**src/rtl/wb_stage_pkg.sv**
```systemverilog
// -----------------------------------------------------------------------------
// cpu_defs
// Shared definitions for the LoongArch core pipeline back end:
//   - load operation encodings carried from MEM into WB
//   - GPR address and data widths
//   - WB stage FSM state encoding and the captured-instruction record
// -----------------------------------------------------------------------------
package cpu_defs;

  localparam int unsigned GPR_AW    = 5;
  localparam int unsigned DATA_W    = 32;
  localparam int unsigned LOAD_OP_W = 3;

  typedef enum logic [LOAD_OP_W-1:0] {
    LD_W  = 3'b000,
    LD_B  = 3'b001,
    LD_H  = 3'b010,
    LD_BU = 3'b011,
    LD_HU = 3'b100
  } load_op_e;

  typedef enum logic [1:0] {
    WB_IDLE = 2'd0,
    WB_WAIT = 2'd1,
    WB_GO   = 2'd2
  } wb_state_e;

  // Instruction fields held by WB between capture and retirement.
  typedef struct packed {
    logic [DATA_W-1:0]    pc;
    logic                 gr_we;
    logic [GPR_AW-1:0]    dest;
    logic [DATA_W-1:0]    result;
    logic                 is_load;
    logic [LOAD_OP_W-1:0] load_op;
    logic [1:0]           addr_lo;
  } wb_fields_t;

endpackage

```
**src/rtl/wb_stage_load_align.sv**
```systemverilog
// -----------------------------------------------------------------------------
// load_align
// Purely combinational load-data aligner: picks the addressed byte/halfword
// out of the 32-bit memory word and sign- or zero-extends it.
// Ports:
//   i_rdata   [31:0]  raw word returned by data memory
//   i_addr_lo [1:0]   load address bits [1:0]
//   i_load_op [2:0]   load operation (cpu_defs::load_op_e encoding)
//   o_data    [31:0]  extended value for the register file
// -----------------------------------------------------------------------------
module load_align
  import cpu_defs::*;
(
  input  logic [DATA_W-1:0]    i_rdata,
  input  logic [1:0]           i_addr_lo,
  input  logic [LOAD_OP_W-1:0] i_load_op,
  output logic [DATA_W-1:0]    o_data
);

  logic [7:0]  w_byte;
  logic [15:0] w_half;

  always_comb begin
    w_byte = i_rdata[7:0];
    unique case (i_addr_lo)
      2'd0: w_byte = i_rdata[7:0];
      2'd1: w_byte = i_rdata[15:8];
      2'd2: w_byte = i_rdata[23:16];
      2'd3: w_byte = i_rdata[31:24];
      default: w_byte = i_rdata[7:0];
    endcase
  end

  // addr_lo[0] is don't-care for halfwords: misalignment is trapped in MEM.
  assign w_half = i_addr_lo[1] ? i_rdata[31:16] : i_rdata[15:0];

  always_comb begin
    o_data = i_rdata;
    case (i_load_op)
      LD_B:    o_data = {{24{w_byte[7]}}, w_byte};
      LD_BU:   o_data = {24'd0, w_byte};
      LD_H:    o_data = {{16{w_half[15]}}, w_half};
      LD_HU:   o_data = {16'd0, w_half};
      default: o_data = i_rdata;  // ld.w and undefined encodings
    endcase
  end

endmodule

```
**src/rtl/wb_stage.sv**
```systemverilog
// -----------------------------------------------------------------------------
// wb_stage
// Write-back stage of the 5-stage LoongArch core. Accepts one instruction per
// cycle from MEM, waits for load data when required, aligns/extends it and
// drives the register-file write port, the ID bypass bus, the difftest trace
// and a retired-instruction counter.
// Ports:
//   clk, reset                 clock; synchronous active-high reset
//   ms_to_ws_valid / ws_allowin  MEM->WB handshake
//   ms_pc, ms_gr_we, ms_dest, ms_result, ms_is_load, ms_load_op, ms_addr_lo
//                              instruction fields from MEM
//   data_sram_data_ok/rdata    load response (data_ok is a one-cycle pulse)
//   rf_we/waddr/wdata          register-file write port
//   ws_fwd_valid/dest/data/pending  bypass and load-use stall info for ID
//   debug_wb_pc/rf_we/rf_wnum/rf_wdata  difftest trace
//   ws_retire_cnt              retired-instruction count (wraps)
// -----------------------------------------------------------------------------
module wb_stage
  import cpu_defs::*;
#(
  parameter int unsigned CNT_W    = 32,
  parameter int unsigned TRACE_EN = 1
) (
  input  logic                 clk,
  input  logic                 reset,
  input  logic                 ms_to_ws_valid,
  output logic                 ws_allowin,
  input  logic [DATA_W-1:0]    ms_pc,
  input  logic                 ms_gr_we,
  input  logic [GPR_AW-1:0]    ms_dest,
  input  logic [DATA_W-1:0]    ms_result,
  input  logic                 ms_is_load,
  input  logic [LOAD_OP_W-1:0] ms_load_op,
  input  logic [1:0]           ms_addr_lo,
  input  logic                 data_sram_data_ok,
  input  logic [DATA_W-1:0]    data_sram_rdata,
  output logic                 rf_we,
  output logic [GPR_AW-1:0]    rf_waddr,
  output logic [DATA_W-1:0]    rf_wdata,
  output logic                 ws_fwd_valid,
  output logic [GPR_AW-1:0]    ws_fwd_dest,
  output logic [DATA_W-1:0]    ws_fwd_data,
  output logic                 ws_fwd_pending,
  output logic [DATA_W-1:0]    debug_wb_pc,
  output logic [3:0]           debug_wb_rf_we,
  output logic [GPR_AW-1:0]    debug_wb_rf_wnum,
  output logic [DATA_W-1:0]    debug_wb_rf_wdata,
  output logic [CNT_W-1:0]     ws_retire_cnt
);

  wb_state_e         r_state;
  wb_state_e         w_state_nxt;
  wb_fields_t        r_ws;
  logic [CNT_W-1:0]  r_retire_cnt;

  logic              w_valid;
  logic              w_ready_go;
  logic              w_capture;
  logic              w_retire;
  logic              w_writes_gpr;
  logic [DATA_W-1:0] w_load_data;
  logic [DATA_W-1:0] w_wdata;
  logic              w_rf_we;

  // The stage holds an instruction exactly when the FSM is out of IDLE.
  assign w_valid      = (r_state != WB_IDLE);
  // Load data is consumed straight off the bus in the data_ok cycle.
  assign w_ready_go   = (r_state == WB_GO) ||
                        ((r_state == WB_WAIT) && data_sram_data_ok);
  assign ws_allowin   = !w_valid || w_ready_go;
  assign w_capture    = ms_to_ws_valid && ws_allowin;
  assign w_retire     = w_valid && w_ready_go;
  assign w_writes_gpr = r_ws.gr_we && (r_ws.dest != '0);

  // ---------------------------------------------------------------------------
  // FSM state register and captured instruction fields
  // ---------------------------------------------------------------------------
  always_ff @(posedge clk) begin
    if (reset) begin
      r_state <= WB_IDLE;
    end else begin
      r_state <= w_state_nxt;
    end
  end

  always_ff @(posedge clk) begin
    if (reset) begin
      r_ws <= '0;
    end else if (w_capture) begin
      r_ws.pc      <= ms_pc;
      r_ws.gr_we   <= ms_gr_we;
      r_ws.dest    <= ms_dest;
      r_ws.result  <= ms_result;
      r_ws.is_load <= ms_is_load;
      r_ws.load_op <= ms_load_op;
      r_ws.addr_lo <= ms_addr_lo;
    end
  end

  always_ff @(posedge clk) begin
    if (reset) begin
      r_retire_cnt <= '0;
    end else if (w_retire) begin
      r_retire_cnt <= r_retire_cnt + 1'b1;
    end
  end

  assign ws_retire_cnt = r_retire_cnt;

  // ---------------------------------------------------------------------------
  // Load alignment
  // ---------------------------------------------------------------------------
  load_align u_load_align (
    .i_rdata   (data_sram_rdata),
    .i_addr_lo (r_ws.addr_lo),
    .i_load_op (r_ws.load_op),
    .o_data    (w_load_data)
  );

  // ---------------------------------------------------------------------------
  // Next state and stage outputs
  // ---------------------------------------------------------------------------
  always_comb begin
    w_state_nxt    = r_state;
    w_wdata        = r_ws.result;
    w_rf_we        = 1'b0;
    ws_fwd_valid   = 1'b0;
    ws_fwd_pending = 1'b0;
    ws_fwd_dest    = '0;

    // A capture can coincide with a retire; allowin is low otherwise.
    if (w_capture) begin
      w_state_nxt = ms_is_load ? WB_WAIT : WB_GO;
    end else if (w_retire) begin
      w_state_nxt = WB_IDLE;
    end

    if (r_ws.is_load) begin
      w_wdata = w_load_data;
    end

    w_rf_we        = w_retire && w_writes_gpr;
    ws_fwd_valid   = w_rf_we;
    ws_fwd_pending = w_valid && w_writes_gpr &&
                     (r_state == WB_WAIT) && !data_sram_data_ok;
    if (w_valid) begin
      ws_fwd_dest = r_ws.dest;
    end
  end

  assign rf_we       = w_rf_we;
  assign rf_waddr    = r_ws.dest;
  assign rf_wdata    = w_wdata;
  assign ws_fwd_data = w_wdata;

  // ---------------------------------------------------------------------------
  // Difftest trace
  // ---------------------------------------------------------------------------
  if (TRACE_EN != 0) begin : g_trace
    assign debug_wb_pc       = w_valid ? r_ws.pc : '0;
    assign debug_wb_rf_we    = {4{w_rf_we}};
    assign debug_wb_rf_wnum  = r_ws.dest;
    assign debug_wb_rf_wdata = w_wdata;
  end else begin : g_no_trace
    assign debug_wb_pc       = '0;
    assign debug_wb_rf_we    = '0;
    assign debug_wb_rf_wnum  = '0;
    assign debug_wb_rf_wdata = '0;
  end

endmodule

```
**config.mk**
```make
export PLATFORM = sky130hd
export DESIGN_NAME = wb_stage
export DESIGN_NICKNAME = d
export VERILOG_FILES = /design/src/rtl/wb_stage_pkg.sv /design/src/rtl/wb_stage_load_align.sv /design/src/rtl/wb_stage.sv
export SDC_FILE = /design/constraint.sdc
export NUM_CORES = 1
export LEC_CHECK = 0
export BUFFER_PORTS_ARGS = -buffer_cell sky130_fd_sc_hd__buf_2
export CORE_UTILIZATION = 47
export DETAILED_ROUTE_END_ITERATION = 6
export PLACE_DENSITY = 0.86
export SLEW_MARGIN = 20
export SYNTH_ARGS = -nofsm -noshare
export SYNTH_HDL_FRONTEND = slang
export SYNTH_SLANG_ARGS = --single-unit
```
**constraint.sdc**
```tcl
create_clock -name clk -period 3.2 [get_ports clk]
set_clock_uncertainty 0.15 [all_clocks]
set_input_delay 0.16 -clock clk [delete_from_list [all_inputs] [get_ports clk]]
set_output_delay 0.16 -clock clk [all_outputs]
set_load 0.01 [all_outputs]
```
==> flow_metrics.py, run 1 <==
metrics = {
    "run_status": {
        "outcome": "finished with violations",
        "violations": "DRC",
    },
    "power_and_ir_drop": {
        "pwr-share-clk_pct": 31.7,
        "power_frac_comb_pct": 23.6,
        "p_switching_uw": 993,
        "p_leak_uw": 0.00369,
        "p_per_area_nw_per_um2": 406,
        "switching_share_pct": 30.2,
        "power_frac_seq_pct": 44.7,
        "p_total_uw": 3290,
        "p_int_uw": 2290,
        "vdd_drop_max_v": 0.000330,
    },
    "job": {
        "drv_cap": 0,
    },
    "place": {
        "dpl.hpwl_um": 13400,
        "io_buffers": 294,
        "dp_slack_ns": 0.845,
        "gp_routability_congestion": 0.924,
    },
    "synthesis": {
        "async_reset_ff_share_pct": 0,
        "postSynthAreaPerCell_sq_um": 7.46,
        "synth_fp_nets": 925,
        "syn_area_sq_um": 6050,
        "synth_edf_count": 0,
        "seq_area_frac_synth_pct": 36.4,
        "synth_ff_type": "dfxtp_1",
        "synth_warnings": 0,
        "synth_seq_cells": 110,
        "synthCells": 812,
        "synth_cell_type_count": 45,
    },
    "timing": {
        "fin_crit_sh_pct": 87.1,
        "fmax_mhz": 359,
        "period_minus_slack_ns": 2.79,
        "tns_ns": 0,
        "slew_headroom_pct": 44.5,
        "final-setup-viol-count": 0,
        "worst_slew_pin_slew_ns": 0.833,
        "setup_slack_ns": 0.412,
        "finalHoldViolCount": 0,
        "rsz0062_at_grt": "false",
        "drv_slew": 0,
    },
    "worst_setup_path": {
        "crit_family": "simple AND/OR/NAND/NOR gates",
        "cp-start-kind": "flop",
        "slowest_delay_ns": 0.56,
        "path_cells": "xor2_1 > and3b_1 > nand2_1 > a31oi_1 > buf_2",
        "crit_required_ns": 2.89,
        "cp-end-kind": "primary output",
        "path_buf_inv": 1,
        "slowest_stage": "dfxtp_1",
        "arrival_ns": 2.48,
        "cp_max_fo": 13,
        "crit_type": "reg2out",
    },
    "die": {
        "num_io_pins": 295,
        "core_area_sq_um": 12600,
        "die_w_um": 116,
        "die_h_um": 116,
        "rows": 41,
        "start_util_pct": 48.2,
        "dieArea_sq_um": 13300,
    },
    "final_layout": {
        "syn2layout_area_growth_pct": 33.9,
        "fin_nets": 1185,
        "n_fill_cell": 1046,
        "drive_gt1_share_pct": 31.8,
        "multi_input_area_sq_um": 3030,
        "seqCellArea_sq_um": 2200,
    },
    "cts": {
        "numCtsBuffers": 9,
        "cts_tree": "done",
        "cts_buffer_depth": 2,
        "root_buffer": "clkbuf_16",
        "numClockSinks": 110,
        "clk_pin_slew_ns": 0.08,
        "insertion_delay_ns": 0.35,
        "htreeDepth": 3,
        "post_cts_buffers": 0,
    },
    "global_routing": {
        "grt_usage_pct": 29.6,
        "grt_start_max_net_pins": 78,
        "antenna_found_initial": 2,
        "grt_pass1_wl_um": 30500,
        "grt_pass1_vias": 6233,
        "grt_overflow": 0,
    },
    "detailed_routing": {
        "drc": 8,
        "wl_per_cell_um": 16.2,
        "drtIter0Drc": 739,
        "vias": 6779,
        "detail_route.vias_per_cell": 5.42,
        "ant_nets": 0,
        "wirelength_um": 20300,
        "firstDrtPassIters": 7,
    },
    "hold_path": {
        "hold_path.class": "in2reg",
    },
}
power groups by stage:
stage / Combinational [uW] / Clock (uW) / Sequential (uW)
2_1_floorplan: 506 / 0 / 1490
3_3_place_gp: 677 / 0 / 1500
3_5_place_dp: 683 / 0 / 1500
4_1_cts: 759 / 1060 / 1470
5_1_grt: 849 / 1110 / 1480
6_report: 775 / 1040 / 1470
cell families after synthesis:
group | count (synthesis) | synth area share [%]
AO/OA/AOI/OAI | 171 | 16.0
XOR/XNOR | 22 | 3.18
adder cells (fa/ha/maj) | 1 | 0.207
buffers and inverters | 141 | 13.7
flip-flops | 110 | 36.4
multiplexers | 14 | 3.68
AND/OR/NAND/NOR | 353 | 26.9
cells in the mapped netlist, types with 5 or more instances:
master / count / share of area, %
or4_1: 5 / 0.62
or3_1: 5 / 0.52
a21o_1: 6 / 0.74
a21oi_1: 98 / 8.1
nor2b_1: 42 / 4.3
mux4_2: 6 / 2.2
buf_1: 7 / 0.43
a21boi_0: 16 / 2.0
nor3_1: 5 / 0.41
nor2_1: 57 / 3.5
nand3_1: 15 / 1.2
o21ai_0: 27 / 2.2
xnor2_1: 19 / 2.7
nor4_1: 12 / 1.2
a31oi_1: 8 / 0.83
buf_4: 79 / 9.8
clkbuf_1: 49 / 3.0
nand2_1: 179 / 11
mux2_2: 6 / 1.1
nand4_1: 8 / 0.83
dfxtp_1: 110 / 36
a22oi_1: 5 / 0.62
worst min-delay path, cell delays in order:
cell and delay [ns]:
buf_2 0.12, inv_1 0.04, o21ai_0 0.17, a21oi_1 0.16
registers in the layout, indices dropped and copies added (netlist names):
register          flops
r_state               2
r_ws                 71
ws_retire_cnt        32
debug_wb_rf_wnum      5
repair_timing:
item / 4_1_cts / 5_1_grt
hold endpoints to repair: 77 / 0
setup endpoints to repair: 0 / 0
hold buffers: 77 / 0
resized for setup: 0 / 0
path summary, 6_finish.rpt:
kind                                               startpoint                        endpoint  slack, ns  cells past startpoint
worst min-delay path                        data_sram_data_ok         r_state[0]$_SDFFE_PP0P_       0.20                      4
worst min register to register          r_ws[46]$_SDFFE_PP0N_           r_ws[46]$_SDFFE_PP0N_       0.30                      2
worst max-delay path                     r_ws[4]$_SDFFE_PP0N_                 ws_fwd_data[15]       0.41                      5
worst max register to register  ws_retire_cnt[3]$_SDFFE_PP0P_  ws_retire_cnt[28]$_SDFFE_PP0P_       0.85                      5
per-layer routing:
layer	wire, um	track usage [%]	part of all wire [%]	vias up
li1	-	-	-	3172
met2	9890	48.7	49	440
met4	1020	19.3	5.0	0
met5	0	0	0	-
met3	1840	7.69	9.1	86
met1	7510	34.0	37	3081
per-stage QoR:
| step | instances | utilization, % | hold WS, ns | instance area [sq um] |
|---|---|---|---|---|
| 3_3_place_gp | 1156 | 56.2 | 0.251 | 7060 |
| 3_5_place_dp | 1156 | 56.2 | 0.255 | 7060 |
| 2_1_floorplan | 812 | - | 0.146 | 6050 |
| 5_1_grt | 1251 | 64.5 | 0.210 | 8110 |
| 4_1_cts | 1249 | 64.5 | 0.197 | 8100 |
| 6_report | 1251 | 64.5 | 0.199 | 8110 |
cells in the final DEF, fill, tap and decap left out, drive strengths merged, types with 5 or more instances in the layout:
cell type and n:
o21ai 28, a31oi 8, nor3 5, nor4 12, or4 5, nand3 15, or3 6, a21oi 98
a22oi 5, a21boi 17, buf 309, a21o 6, mux4 6, nor2 57, dfxtp 110, clkbuf 10
nand4 8, nor2b 42, nand2 180, mux2 6, xnor2 19, dlygate4sd3 77
layout make-up:
type                            count  area share [%]
Clock inverter                      6           0.478
Multi-Input combinational cell    561            37.4
Clock buffer                       10            2.82
Sequential cell                   110            27.2
Inverter                            4           0.185
Tap cell                          172            2.65
Timing Repair Buffer              386            29.2
Antenna cell                        2          0.0617
Note: power is estimated with default switching activity, not from simulation.
==> run 2, diff against run 1 <==
BUFFER_PORTS_ARGS = -buffer_cell sky130_fd_sc_hd__clkbuf_2   (was -buffer_cell sky130_fd_sc_hd__buf_2)
CTS_CLUSTER_SIZE = 8   (was default)
==> run 2 against run 1 <==
The flow now finishes without violations; count of clock-buffer cells in the layout rose by 2; cell area about the same; power up 0.42%; global-route usage down 1.3 points; utilization barely moved; non-clock buffer count fell by 4; flip-flop and latch count is the same; combinational power fell by 0.6%; die area unchanged; register-to-register slack got worse by 0.09 ns; cell count fell by 0.32%; critical endpoint is now ws_fwd_data[16]; highest routed layer unchanged.
==> flow_metrics.py, run 2 (synthesized netlist as in run 1, its figures left out) <==
metrics = {
    "worst_setup_path": {
        "r2r-start": "ws_retire_cnt[3]$_SDFFE_PP0P_",
        "reg2reg_depth": 5,
        "slowest_delay_ns": 0.51,
        "cp-start-kind": "flop",
        "cp_max_fo": 16,
        "r2r_setup_slack_ns": 0.76,
        "cp-end-kind": "primary output",
        "path_cells": "mux4_2 > nor2b_1 > o2bb2ai_1 > nand3b_1 > o21ai_0 > clkbuf_2",
        "rr_endpoint": "ws_retire_cnt[30]$_SDFFE_PP0P_",
        "crit_required_ns": 2.89,
        "slowest_stage": "mux4_2",
        "crit_type": "reg2out",
        "arrival_ns": 2.62,
    },
    "power_and_ir_drop": {
        "p_per_area_nw_per_um2": 408,
        "power_frac_seq_pct": 44.7,
        "pwr-share-clk_pct": 32.0,
        "p_leak_uw": 0.00360,
        "switching_share_pct": 29.4,
        "vdd_drop_max_v": 0.000330,
        "p_switching_uw": 970,
        "power_frac_comb_pct": 23.3,
        "p_int_uw": 2330,
    },
    "hold_path": {
        "hold_path.class": "in2reg",
        "hp-start": "data_sram_data_ok",
        "whs_endpoint": "r_state[0]$_SDFFE_PP0P_",
        "whs_path_depth": 4,
    },
    "final_layout": {
        "n_fill_cell": 1052,
        "multi_input_area_sq_um": 3030,
        "final_cell_mix": "293 x clkbuf_2, 178 x nand2_1, 109 x dfxtp_1, 98 x a21oi_1, 77 x dlygate4sd3_1",
        "layout_commonest_cell": "clkbuf_2",
        "drive_gt1_share_pct": 31.4,
        "largest_reg_flops": 71,
        "regMostFlops": "r_ws",
        "fin_nets": 1181,
        "seqCellArea_sq_um": 2200,
        "syn2layout_area_growth_pct": 33.8,
    },
    "detailed_routing": {
        "detail_route.vias_per_cell": 5.30,
        "drtIter0Drc": 638,
        "vias": 6608,
        "ant_nets": 0,
        "firstDrtPassIters": 6,
        "drc": 0,
        "wirelength_um": 19700,
        "wl_per_cell_um": 15.8,
    },
    "place": {
        "io_buffers": 294,
        "dpl.hpwl_um": 13100,
        "gp_routability_congestion": 0.931,
        "dp_slack_ns": 0.675,
    },
    "timing": {
        "fmax_mhz": 341,
        "setup_slack_ns": 0.270,
        "slew_headroom_pct": 42.5,
        "finalHoldViolCount": 0,
        "period_minus_slack_ns": 2.93,
        "final-setup-viol-count": 0,
        "tns_ns": 0,
        "fin_crit_sh_pct": 91.6,
        "drv_slew": 0,
        "worst_slew_pin_slew_ns": 0.862,
        "rsz0062_at_grt": "false",
    },
    "die": {
        "die_w_um": 116,
        "die_h_um": 116,
        "num_io_pins": 295,
        "rows": 41,
        "dieArea_sq_um": 13300,
        "start_util_pct": 48.2,
        "core_area_sq_um": 12600,
    },
    "cts": {
        "numClockSinks": 110,
        "post_cts_buffers": 0,
        "holdBufCountCts": 77,
        "numCtsBuffers": 9,
        "clk_pin_slew_ns": 0.07,
        "insertion_delay_ns": 0.35,
        "cts_buffer_depth": 2,
        "ctsResizeCount": 0,
        "cts_tree": "done",
        "htreeDepth": 3,
        "root_buffer": "clkbuf_16",
    },
    "global_routing": {
        "grt_pass1_vias": 5847,
        "grt_usage_pct": 28.3,
        "grt_overflow": 0,
        "grt_start_max_net_pins": 84,
        "antenna_found_initial": 2,
        "grt_pass1_wl_um": 29200,
    },
    "job": {
        "drv_cap": 0,
    },
    "run_status": {
        "outcome": "completed",
    },
}
run 2: cell types whose count changed in the layout (fill, tap and decap cells not counted), moves of 2 or more:
cell | previous run | this run
buf_4 | 15 | 10
buf_2 | 293 | 0
clkbuf_8 | 0 | 2
clkinv_2 | 3 | 1
clkbuf_2 | 0 | 293
run 2: area by class of cell:
type / count / area share (%)
Clock buffer: 12 / 3.17
Sequential cell: 110 / 27.2
Antenna cell: 3 / 0.0927
Timing Repair Buffer: 382 / 29.0
Clock inverter: 3 / 0.247
Tap cell: 172 / 2.66
Inverter: 4 / 0.185
Multi-Input combinational cell: 561 / 37.4
run 2: critical path: cells and delay by family (launching register included):
kind	cells	cell delay [ns]
flops	1	0.35
mux	1	0.51
compound gates	2	0.57
buf+inv	1	0.25
simple gates	2	0.59
run 2: per-stage QoR:
| stage | util [%] | std cells | area, sq um | hold slack [ns] | power [uW] |
|---|---|---|---|---|---|
| 2_1_floorplan | - | 812 | 6050 | 0.146 | 1990 |
| 3_3_place_gp | 56.1 | 1152 | 7050 | 0.234 | 2180 |
| 6_report | 64.5 | 1247 | 8100 | 0.155 | 3300 |
| 3_5_place_dp | 56.1 | 1152 | 7050 | 0.238 | 2180 |
| 5_1_grt | 64.4 | 1246 | 8100 | 0.192 | 3450 |
| 4_1_cts | 64.4 | 1244 | 8090 | 0.148 | 3300 |
run 2: worst max path at each step:
stage | from | endpoint | slack, ns
after floorplan | r_ws[1]$_SDFFE_PP0N_ | rf_wdata[22] | 0.70
after global placement | r_ws[1]$_SDFFE_PP0N_ | debug_wb_rf_wdata[16] | 0.70
after detailed placement | r_ws[1]$_SDFFE_PP0N_ | ws_fwd_data[16] | 0.67
after CTS | r_ws[1]$_SDFFE_PP0N_ | ws_fwd_data[16] | 0.29
after global routing | r_ws[1]$_SDFFE_PP0N_ | ws_fwd_data[16] | 0.14
final | r_ws[1]$_SDFFE_PP0N_ | ws_fwd_data[16] | 0.27
run 2: power by group through the flow:
stage               combinational [uW]  sequential, uW  clock, uW
floorplan                          506            1490          0
global placement                   674            1500          0
detailed placement                 679            1500          0
CTS                                757            1470       1070
global route                       837            1480       1130
finish                             770            1480       1060
run 2: metal layers:
metal | track usage [%] | part of all wire (%) | vias to the layer above
li1 | - | - | 3171
met1 | 32.8 | 39 | 3024
met2 | 48.5 | 50 | 362
met3 | 5.91 | 7.3 | 51
met4 | 15.7 | 3.6 | 0
met5 | 0 | 0 | -
==> run 3, diff against run 2 <==
BUFFER_PORTS_ARGS = -buffer_cell sky130_fd_sc_hd__buf_2   (was -buffer_cell sky130_fd_sc_hd__clkbuf_2)
MAX_ROUTING_LAYER = met4   (was default)
==> run 3 against run 2 <==
First-iteration DRC count up 8.2%; maximum frequency up 5.8%; critical path depth stayed put; register-to-register slack improved by 0.06 ns; power rose by 2.3%; combinational power about the same; count of clock-buffer cells in the layout fell by 3; utilization rose by 0.35 points; non-clock buffer count increased by 5; largest cell class unchanged.
==> flow_metrics.py, run 3 (synthesized netlist as in run 1, its figures left out) <==
metrics = {
    "run_status": {
        "outcome": "completed",
    },
    "worst_setup_path": {
        "path_cells": "nor2_1 > xor2_1 > buf_4 > a21boi_0 > o21ai_0 > buf_2",
        "cp_max_fo": 15,
        "crit_required_ns": 2.89,
        "path_buf_inv": 2,
        "crit_family": "compound AO/OA/AOI/OAI gates",
        "slowest_stage": "o21ai_0",
        "cp-start-kind": "flop",
        "slowest_delay_ns": 0.52,
        "cp-end-kind": "primary output",
        "arrival_ns": 2.46,
        "crit_type": "reg2out",
    },
    "die": {
        "core_area_sq_um": 12600,
        "dieArea_sq_um": 13300,
        "start_util_pct": 48.2,
        "rows": 41,
        "num_io_pins": 295,
        "die_w_um": 116,
        "die_h_um": 116,
    },
    "timing": {
        "period_minus_slack_ns": 2.77,
        "slew_headroom_pct": 51.8,
        "rsz0062_at_grt": "false",
        "finalHoldViolCount": 0,
        "fmax_mhz": 361,
        "final-setup-viol-count": 0,
        "worst_slew_pin_slew_ns": 0.723,
        "drv_slew": 0,
        "fin_crit_sh_pct": 86.6,
        "tns_ns": 0,
        "whs_ns": 0.160,
    },
    "place": {
        "gp_routability_congestion": 0.922,
        "io_buffers": 294,
        "dpl.hpwl_um": 13500,
    },
    "power_and_ir_drop": {
        "vdd_drop_max_v": 0.000395,
        "p_leak_uw": 0.00372,
        "p_switching_uw": 1050,
        "p_per_area_nw_per_um2": 415,
        "p_int_uw": 2320,
        "pwr-share-clk_pct": 33.5,
        "power_frac_seq_pct": 43.7,
        "p_total_uw": 3380,
        "power_frac_comb_pct": 22.8,
        "switching_share_pct": 31.1,
    },
    "cts": {
        "clk_pin_slew_ns": 0.08,
        "htreeDepth": 3,
        "cts_buffer_depth": 2,
        "numClockSinks": 110,
        "cts_tree": "done",
        "insertion_delay_ns": 0.36,
        "numCtsBuffers": 9,
        "root_buffer": "clkbuf_16",
        "post_cts_buffers": 0,
    },
    "global_routing": {
        "grt_pass1_vias": 6032,
        "grt_pass1_wl_um": 30100,
        "grt_start_max_net_pins": 68,
        "grt_usage_pct": 30.3,
        "grt_overflow": 0,
        "antenna_found_initial": 1,
    },
    "final_layout": {
        "fin_nets": 1186,
        "syn2layout_area_growth_pct": 34.5,
        "drive_gt1_share_pct": 31.9,
        "regMostFlops": "r_ws",
        "final_cell_mix": "293 x buf_2, 178 x nand2_1, 109 x dfxtp_1, 98 x a21oi_1, 77 x dlygate4sd3_1",
        "layout_commonest_cell": "buf_2",
        "largest_reg_flops": 71,
    },
    "detailed_routing": {
        "wl_per_cell_um": 16.2,
        "wirelength_um": 20200,
        "drtIter0Drc": 690,
        "detail_route.vias_per_cell": 5.37,
        "vias": 6722,
        "drc": 0,
        "ant_nets": 0,
        "firstDrtPassIters": 6,
    },
    "job": {
        "drv_cap": 0,
    },
    "hold_path": {
        "hold_path.class": "in2reg",
    },
}
[run 3: cell types whose count changed in the layout (fill, tap and decap cells not counted), sizes merged]
cell,change
buf,+298
clkbuf,-296
clkinv,+1
clkinvlp,-1
diode,-2
inv,+4
[run 3: timing repair]
action	CTS	global route
gates resized for setup	0	0
endpoints found under the hold margin	78	0
hold buffers	77	0
[run 3: layout make-up]
cell class                 instances  area (sq um)
inverter                           4          15.0
tap                              172           215
antenna                            1          2.50
fill                            1068          4420
sequential                       110          2200
timing repair buffer             387          2380
clock buffer                       9           225
clock inverter                     7          75.1
multi-input combinational        561          3030
[run 3: metrics by stage]
step	cell area (sq um)	util, %	setup slack [ns]	cells
6_report	8140	64.8	0.430	1251
3_3_place_gp	7070	56.3	0.899	1157
3_5_place_dp	7070	56.3	0.868	1157
5_1_grt	8140	64.8	0.155	1251
2_1_floorplan	6050	-	0.705	812
4_1_cts	8140	64.8	0.477	1250
[run 3: worst paths after layout]
| check | start | to | slack, ns | cells after the start |
|---|---|---|---|---|
| setup / recovery | r_ws[2]$_SDFFE_PP0N_ | ws_fwd_data[16] | 0.43 | 6 |
| hold / removal | reset | ws_retire_cnt[20]$_SDFFE_PP0P_ | 0.16 | 2 |
| setup reg to reg | ws_retire_cnt[3]$_SDFFE_PP0P_ | ws_retire_cnt[30]$_SDFFE_PP0P_ | 0.82 | 5 |
| hold reg to reg | r_ws[65]$_SDFFE_PP0N_ | r_ws[65]$_SDFFE_PP0N_ | 0.30 | 2 |
[run 3: worst reg2reg max path: cells and delay by family (launching register included)]
kind               cells  cell delay [ns]
AOI/OAI and AO/OA      1             0.15
DFF                    1             0.40
and+or+nand+nor        4             1.61
[run 3: power by group through the flow]
stage          logic (uW)  registers [uW]  clock network [uW]
4_1_cts               757            1470                1150
6_report              771            1470                1130
3_5_place_dp          681            1500                   0
3_3_place_gp          674            1500                   0
5_1_grt               841            1480                1210
2_1_floorplan         506            1490                   0
[run 3: per-layer routing]
| layer | vias to the layer above | global-route usage [%] | routed length (um) |
|---|---|---|---|
| met5 | - | - | 0 |
| met4 | 0 | 13.9 | 661 |
| met3 | 68 | 7.64 | 1530 |
| met2 | 379 | 51.0 | 10200 |
| met1 | 3098 | 33.6 | 7870 |
| li1 | 3177 | - | - |
